<file path="config.mk">
export PLATFORM = sky130hd
export DESIGN_NAME = regfile_wb_arbiter
export DESIGN_NICKNAME = d
export VERILOG_FILES = /design/src/rtl/regfile_wb_arbiter_pkg.sv /design/src/rtl/wb_hold_slot.sv /design/src/rtl/regfile_wb_arbiter.sv
export SDC_FILE = /design/constraint.sdc
export NUM_CORES = 1
export LEC_CHECK = 0
export CAP_MARGIN = 20
export CORE_MARGIN = 3
export CORE_UTILIZATION = 25
export DETAILED_ROUTE_END_ITERATION = 8
export PLACE_DENSITY = 0.59
export REMOVE_ABC_BUFFERS = 1
export SKIP_LAST_GASP = 1
export SYNTH_ARGS = -nofsm -noshare
export SYNTH_HDL_FRONTEND = slang
export SYNTH_HIERARCHICAL = 1
export SYNTH_SLANG_ARGS = --single-unit
</file>
<file path="constraint.sdc">
create_clock -name clock -period 5 [get_ports clock]
set_input_delay 1 -clock clock [delete_from_list [all_inputs] [get_ports clock]]
set_output_delay 1 -clock clock [all_outputs]
set_load 0.1 [all_outputs]
</file>
<file path="src/rtl/regfile_wb_arbiter_pkg.sv">
// Shared definitions for the register-file writeback arbiter.
// Widths, the hard-wired zero register and requester ids.
package regfile_wb_arbiter_pkg;

  localparam int ADDR_W   = 5;
  localparam int NUM_REGS = 32;
  localparam int DATA_W   = 32;

  localparam logic [ADDR_W-1:0] REG_ZERO = '0;

  typedef enum logic {
    REQ_A = 1'b0,
    REQ_B = 1'b1
  } req_e;

endpackage

</file>
<file path="src/rtl/wb_hold_slot.sv">
// One-entry writeback holding slot with valid/ready handshake.
// Writes to the zero register are accepted and dropped.
module wb_hold_slot
  import regfile_wb_arbiter_pkg::*;
#(
  parameter int AW = 5,
  parameter int DW = 32
) (
  input  logic          clock,
  input  logic          reset,
  input  logic          valid_i,
  input  logic [AW-1:0] addr_i,
  input  logic [DW-1:0] data_i,
  input  logic          grant_i,
  output logic          ready_o,
  output logic          full_o,
  output logic [AW-1:0] addr_o,
  output logic [DW-1:0] data_o
);

  logic          full_q, full_d;
  logic [AW-1:0] addr_q, addr_d;
  logic [DW-1:0] data_q, data_d;
  logic          xfer;

  always_comb begin
    full_d  = full_q;
    addr_d  = addr_q;
    data_d  = data_q;
    ready_o = !full_q || grant_i;
    xfer    = valid_i && ready_o;
    if (xfer) begin
      full_d = (addr_i != AW'(REG_ZERO));
      if (full_d) begin
        addr_d = addr_i;
        data_d = data_i;
      end
    end else if (grant_i) begin
      full_d = 1'b0;
    end
  end

  always_ff @(posedge clock or posedge reset) begin
    if (reset) begin
      full_q <= 1'b0;
      addr_q <= '0;
      data_q <= '0;
    end else begin
      full_q <= full_d;
      addr_q <= addr_d;
      data_q <= data_d;
    end
  end

  assign full_o = full_q;
  assign addr_o = addr_q;
  assign data_o = data_q;

endmodule

</file>
<file path="src/rtl/regfile_wb_arbiter.sv">
// Round-robin sharing of the register-file write port between
// the main pipeline (A) and the mult/div unit (B).
module regfile_wb_arbiter
  import regfile_wb_arbiter_pkg::*;
#(
  parameter int DATA_W   = 32,
  parameter int ADDR_W   = 5,
  parameter int NUM_REGS = 32,
  parameter int CNT_W    = 16
) (
  input  logic                clock,
  input  logic                reset,
  input  logic                a_valid,
  output logic                a_ready,
  input  logic [ADDR_W-1:0]   a_addr,
  input  logic [DATA_W-1:0]   a_data,
  input  logic                b_valid,
  output logic                b_ready,
  input  logic [ADDR_W-1:0]   b_addr,
  input  logic [DATA_W-1:0]   b_data,
  output logic                ctrl_writeEnable,
  output logic [ADDR_W-1:0]   ctrl_writeReg,
  output logic [NUM_REGS-1:0] wr_onehot,
  output logic [DATA_W-1:0]   wr_data,
  output logic [NUM_REGS-1:0] pending,
  output logic [CNT_W-1:0]    commit_count
);

  logic              a_full, b_full;
  logic [ADDR_W-1:0] a_addr_q, b_addr_q;
  logic [DATA_W-1:0] a_data_q, b_data_q;
  logic              grant_a, grant_b;
  req_e              rr_last_q, rr_last_d;
  logic [CNT_W-1:0]  cnt_q, cnt_d;

  wb_hold_slot #(.AW(ADDR_W), .DW(DATA_W)) u_slot_a (
    .clock   (clock),
    .reset   (reset),
    .valid_i (a_valid),
    .addr_i  (a_addr),
    .data_i  (a_data),
    .grant_i (grant_a),
    .ready_o (a_ready),
    .full_o  (a_full),
    .addr_o  (a_addr_q),
    .data_o  (a_data_q)
  );

  wb_hold_slot #(.AW(ADDR_W), .DW(DATA_W)) u_slot_b (
    .clock   (clock),
    .reset   (reset),
    .valid_i (b_valid),
    .addr_i  (b_addr),
    .data_i  (b_data),
    .grant_i (grant_b),
    .ready_o (b_ready),
    .full_o  (b_full),
    .addr_o  (b_addr_q),
    .data_o  (b_data_q)
  );

  // Under contention the requester that did not win last time goes.
  assign grant_a = a_full && (!b_full || rr_last_q == REQ_B);
  assign grant_b = b_full && (!a_full || rr_last_q == REQ_A);

  always_comb begin
    ctrl_writeEnable = 1'b0;
    ctrl_writeReg    = '0;
    wr_data          = '0;
    rr_last_d        = rr_last_q;
    unique case (1'b1)
      grant_a: begin
        ctrl_writeEnable = 1'b1;
        ctrl_writeReg    = a_addr_q;
        wr_data          = a_data_q;
        rr_last_d        = REQ_A;
      end
      grant_b: begin
        ctrl_writeEnable = 1'b1;
        ctrl_writeReg    = b_addr_q;
        wr_data          = b_data_q;
        rr_last_d        = REQ_B;
      end
      default: ;
    endcase
  end

  always_comb begin
    wr_onehot = '0;
    pending   = '0;
    if (ctrl_writeEnable)
      wr_onehot = NUM_REGS'(1) << ctrl_writeReg;
    if (a_full)
      pending = pending | (NUM_REGS'(1) << a_addr_q);
    if (b_full)
      pending = pending | (NUM_REGS'(1) << b_addr_q);
  end

  always_comb begin
    cnt_d = cnt_q;
    if (ctrl_writeEnable && cnt_q != '1)
      cnt_d = cnt_q + CNT_W'(1);
  end

  always_ff @(posedge clock or posedge reset) begin
    if (reset) begin
      rr_last_q <= REQ_B;
      cnt_q     <= '0;
    end else begin
      rr_last_q <= rr_last_d;
      cnt_q     <= cnt_d;
    end
  end

  assign commit_count = cnt_q;

endmodule

</file>
Word-level counts from Yosys, hierarchy flattened
Index checks and enable logic that the tools add are counted.
W data, S select, Z words.
Operators by class
  add/subtract/negate cells: 1
  multiply operators: 0
  divide/modulo/power cells: 0
  $lt $le $gt $ge: 0
  eq/ne operators: 1
  shift operators: 3
  muxes and demuxes: 11
  bitwise logic cells: 2
  reductions and logical operators: 19
Operators by type and width (number)
  $mux W32: 3
  $shl A1 B5 Y32 const A: 3
  $pmux W32 S2: 1
  $or A32 B32 Y32: 1
  $add A16 B1 Y16 const B: 1
  $ne A16 B16 Y1 const B: 1
  $pmux W5 S2: 1
  $reduce_bool A5 Y1: 2
  $reduce_bool A2 Y1: 3
  $logic_and A1 B1 Y1: 5
  $mux W1: 5
  $logic_or A1 B1 Y1: 4
  $reduce_and A2 Y1: 2
  $logic_not A1 Y1: 2
  $pmux W1 S2: 1
  $reduce_or A2 Y1: 1
  $not A1 Y1: 1
Word-level totals
  bits in registers: 93
  bits in latches: 0
  bits in writable memories: 0
  memory bits (read-only): 0
  bits of input ports: 78
  output and inout port bits: 120
  memories: 0

Depth between registers and ports, before layout
  depth in word-level cells: 6
  depth in mapped cells: 9

By module
The synthesis kept the hierarchy.
By module, submodules not included
  wb_hold_slot: instances 2, cells each 85, area an instance 1455.1 sq um, sequential area each 950.9 sq um
  regfile_wb_arbiter: instances 1, cells each 256, area an instance 1926.8 sq um, sequential area each 426.7 sq um

Worst setup path after synthesis
No wires, ideal clock.
  path kind: reg2out
  from: register u_slot_a.addr_q[2] (netlist: u_slot_a/addr_o[2])
  to: output pending[4]
  arrival time: 3.347 ns
  data required time: 4.000 ns
  slack: 0.653 ns
  cell stages (with the launch flop): 5
  path buffers: 1
  cells stage by stage: dfrtp_1 clkbuf_1 nand2b_1 or2_2 o32ai_1
On the way
  longest elaborated chain between the ends: 4
RTL lines
  from (decl): RTL line wb_hold_slot.sv:22  | logic [AW-1:0] addr_q, addr_d;
  from (signal assigned): RTL line wb_hold_slot.sv:50  | addr_q <= addr_d;
  $shl A1 B5 Y32 *: RTL line regfile_wb_arbiter.sv:94  | pending = pending | (NUM_REGS'(1) << a_addr_q);
  $mux W32 *: RTL line regfile_wb_arbiter.sv:93  | if (a_full)
  $or A32 B32 Y32: RTL line regfile_wb_arbiter.sv:96  | pending = pending | (NUM_REGS'(1) << b_addr_q);
  $mux W32 *: RTL line regfile_wb_arbiter.sv:95  | if (b_full)
  to (decl): RTL line regfile_wb_arbiter.sv:25  | output logic [NUM_REGS-1:0] pending,
Every way passes the cells marked *; elsewhere a longest branch is shown, timed or not.

Worst setup path after layout
  from: register u_slot_a.addr_q[3] (netlist: u_slot_a/addr_o[3])
  to: output pending[4]
Same word-level chain as after synthesis.

==> impl_metrics.toml <==
[final_layout]
final_layout_size_suffix_gt1_frac = 0.288
fin_util = 0.380
synthToLayoutAreaGrowth_pct = 48.0
fillers = 1833
n_antenna_cell = 0
nets = 693

[route]
detailroute.wirelength.met2_um = 7210
wire_per_inst_um = 17.1
wl_met3_um = 1440
via_density_per_instance = 4.84
detailedRoute.firstIterationViolations = 250
route.top_layer_used = "met4"
drc_violations_left = 0
vias = 4250
met1Wirelength_um = 6210
wirelength_um = 15000
first_pass_drt_iterations = 5
detail-route-antenna-nets = 0

[critical_path]
crit_path_end_kind = "output port"
reg2reg_slack_ns = 2.05
worst_setup_path_endpoint = "pending[4]"
critPathArrivalTime_ns = 2.97
path_max_fanout = 10
crit_path_start = "u_slot_a/addr_o[3]"
critical_path_required_ns = 4.00
timing.reg2reg.worst_path_depth = 6
critical_path.reg2reg.startpoint = "rr_last_q"
crit_path_start_kind = "flip-flop"
path_class = "flip-flop to output port"
r2r_end = "u_slot_a/data_o[8]"

[floorplanning]
num_io_pins = 198
initial_utilization = 0.257
die_x_um = 145
core_mm2 = 0.0188
floorplan.rows = 50
die_area_mm2 = 0.0211
floorplan.die.height_um = 145

[global_route]
grt_pass1_wl_um = 23900
grt_start_max_net_pins = 39
globalRouteOverflowTotal = 0
groute.usage.overall = 0.140
number_of_antenna_violations_at_the_first_check_in_global_routing = 0
grt_pass1_vias = 4334

[clock_tree]
clkLatencyLatePin_ns = 0.34
clk_pin_slew_ns = 0.06
cts_tree = "done"
clock_buffer_count_from_cts = 9
count_of_cells_resized_by_post_cts_repair = 0
cts_hold_buf = 0
cts.sinks = 93
htree_num_levels = 3
post_cts_buffers = 0
root_buffer = "sky130_fd_sc_hd__clkbuf_16"
ctsLongestPathBuffers = 2

[hold_path]
hold_class = "flip-flop to flip-flop"
cell_depth_of_the_worst_min_delay_path = 1
worst_hold_startpoint = "u_slot_b/data_o[8]"

[yosys]
ys_ff_latch = 93
synth_cell_types = 48
syn_area_mm2 = 0.00484
synth_edf_count = 0
synthesis.area_per_instance_um2 = 11.4
primary_flip_flop_cell_chosen_by_synthesis_mapping = "sky130_fd_sc_hd__dfrtp_1"
synth.yosys.seq_area_share = 0.481
synth-async-reset-ratio = 1.00
post_synth_inst_count = 426
ys.warnings.count = 6

[place]
rd_place_congestion = 0.848
dp_wirelength_um = 10800
io_buffer_count = 197

[timing]
worst_pin_slew_ns = 0.988
finalHoldViolCount = 0
slew_headroom = 0.339
final_min_period_over_clock_period = 0.795
timing.final.max_slew_violations = 0
unrepaired_setup_endpoints_after_global_routing = "false"
clock_skew_ns = 0.00933
post-route-min-period_ns = 3.97
finalSetupViolCount = 0
totalNegativeSetupSlack_ns = 0
clock.fmax_mhz = 252

[run]
timing.max_cap.violations = 0

[status]
status = "complete, no violations"
## per-layer routing
layer  track usage  vias up
met1         0.170     2051
met3        0.0556       16
met2         0.232      209
li1              -     1974
met4        0.0332        0
met5             0        -
## per-stage QoR
stage / area (um^2) / instances / setup WS, ns / hold slack (ns)
floorplan: 4680 / 401 / -0.621 / 0.465
global placement: 6850 / 863 / 1.48 / 0.477
detailed placement: 6850 / 863 / 1.45 / 0.488
CTS: 7160 / 879 / 1.06 / 0.504
global route: 7160 / 879 / 0.940 / 0.522
finish: 7160 / 879 / 1.03 / 0.497
## how the worst min path moves through the flow
stage	end	slack, ns
final	u_slot_b/data_o[8]	0.50
after floorplan	u_slot_b/data_o[12]	0.46
after CTS	u_slot_b/data_o[8]	0.50
after global placement	u_slot_b/data_o[12]	0.48
after global routing	u_slot_b/data_o[11]	0.52
after detailed placement	u_slot_b/data_o[8]	0.49
## cells in the mapped netlist, types with 3 or more instances
cell type                   n  area, um^2
sky130_fd_sc_hd__mux2_2    62         698
sky130_fd_sc_hd__buf_6      7        78.8
sky130_fd_sc_hd__clkbuf_1  10        37.5
sky130_fd_sc_hd__or2_2      5        31.3
sky130_fd_sc_hd__a32oi_1    5        43.8
sky130_fd_sc_hd__nand2_1   21        78.8
sky130_fd_sc_hd__or3_4      4        45.0
sky130_fd_sc_hd__inv_1     10        37.5
sky130_fd_sc_hd__nor2b_1    4        25.0
sky130_fd_sc_hd__o32ai_1    9        78.8
sky130_fd_sc_hd__dfrtp_1   92        2300
sky130_fd_sc_hd__xor2_1     7        61.3
sky130_fd_sc_hd__and2_1     4        25.0
sky130_fd_sc_hd__nor3_1     3        15.0
sky130_fd_sc_hd__a22o_1    40         350
sky130_fd_sc_hd__buf_2      6        30.0
sky130_fd_sc_hd__nor2_1    34         128
sky130_fd_sc_hd__nand4_1   10        62.6
sky130_fd_sc_hd__nand3_1   16        80.1
sky130_fd_sc_hd__xnor2_1    3        26.3
sky130_fd_sc_hd__o21ai_0    6        30.0
sky130_fd_sc_hd__nand2b_1  10        62.6
sky130_fd_sc_hd__mux2_1     4        45.0
sky130_fd_sc_hd__a21oi_1    5        25.0
sky130_fd_sc_hd__o22ai_1   21         131
## kinds of logic (layout without fill, tap and decap cells)
family / Yosys count / in the layout / synth area share
fa+ha+maj: 1 / 1 / 0.00259
compound gates: 95 / 95 / 0.161
xor+xnor: 11 / 11 / 0.0215
mux: 67 / 67 / 0.156
buf+inv: 35 / 228 / 0.0404
flops: 93 / 93 / 0.481
simple gates: 124 / 124 / 0.138
## critical path: stages, from the launching register on
cell and delay, ns:
sky130_fd_sc_hd__dfrtp_1 0.49, sky130_fd_sc_hd__nand2b_1 0.26, sky130_fd_sc_hd__or2_2 0.35, sky130_fd_sc_hd__o32ai_1 0.33, sky130_fd_sc_hd__clkdlybuf4s50_1 1.21
## final cells by class
cell class                      count  area (um^2)  area share
Tap cell                          260          325      0.0455
Clock inverter                      6         70.1     0.00979
Timing Repair Buffer              202         1830       0.256
Sequential cell                    93         2330       0.325
Multi-Input combinational cell    298         2320       0.325
Inverter                           10         37.5     0.00524
Clock buffer                       10          239      0.0334
## flip-flops by register name (all words and copies together), names as in the netlist
name,flops
commit_count,16
rr_last_q,1
u_slot_a/addr_o,5
u_slot_a/data_o,32
u_slot_a/full_o,1
u_slot_b/addr_o,5
u_slot_b/data_o,32
u_slot_b/full_o,1
## cell usage in the layout, fill, tap and decap left out, drive strengths merged, types with 11 or more instances in the layout
cell type,instances
clkdlybuf4s50,126
dfrtp,92
buf,76
mux2,66
a22o,42
nor2,34
nand2,21
o22ai,21
nand3,16
nand4,11
inv,11
Power is left out: the tool's default activity adds up to more than one toggle a clock period on the data nets, which glitch-free logic cannot reach.
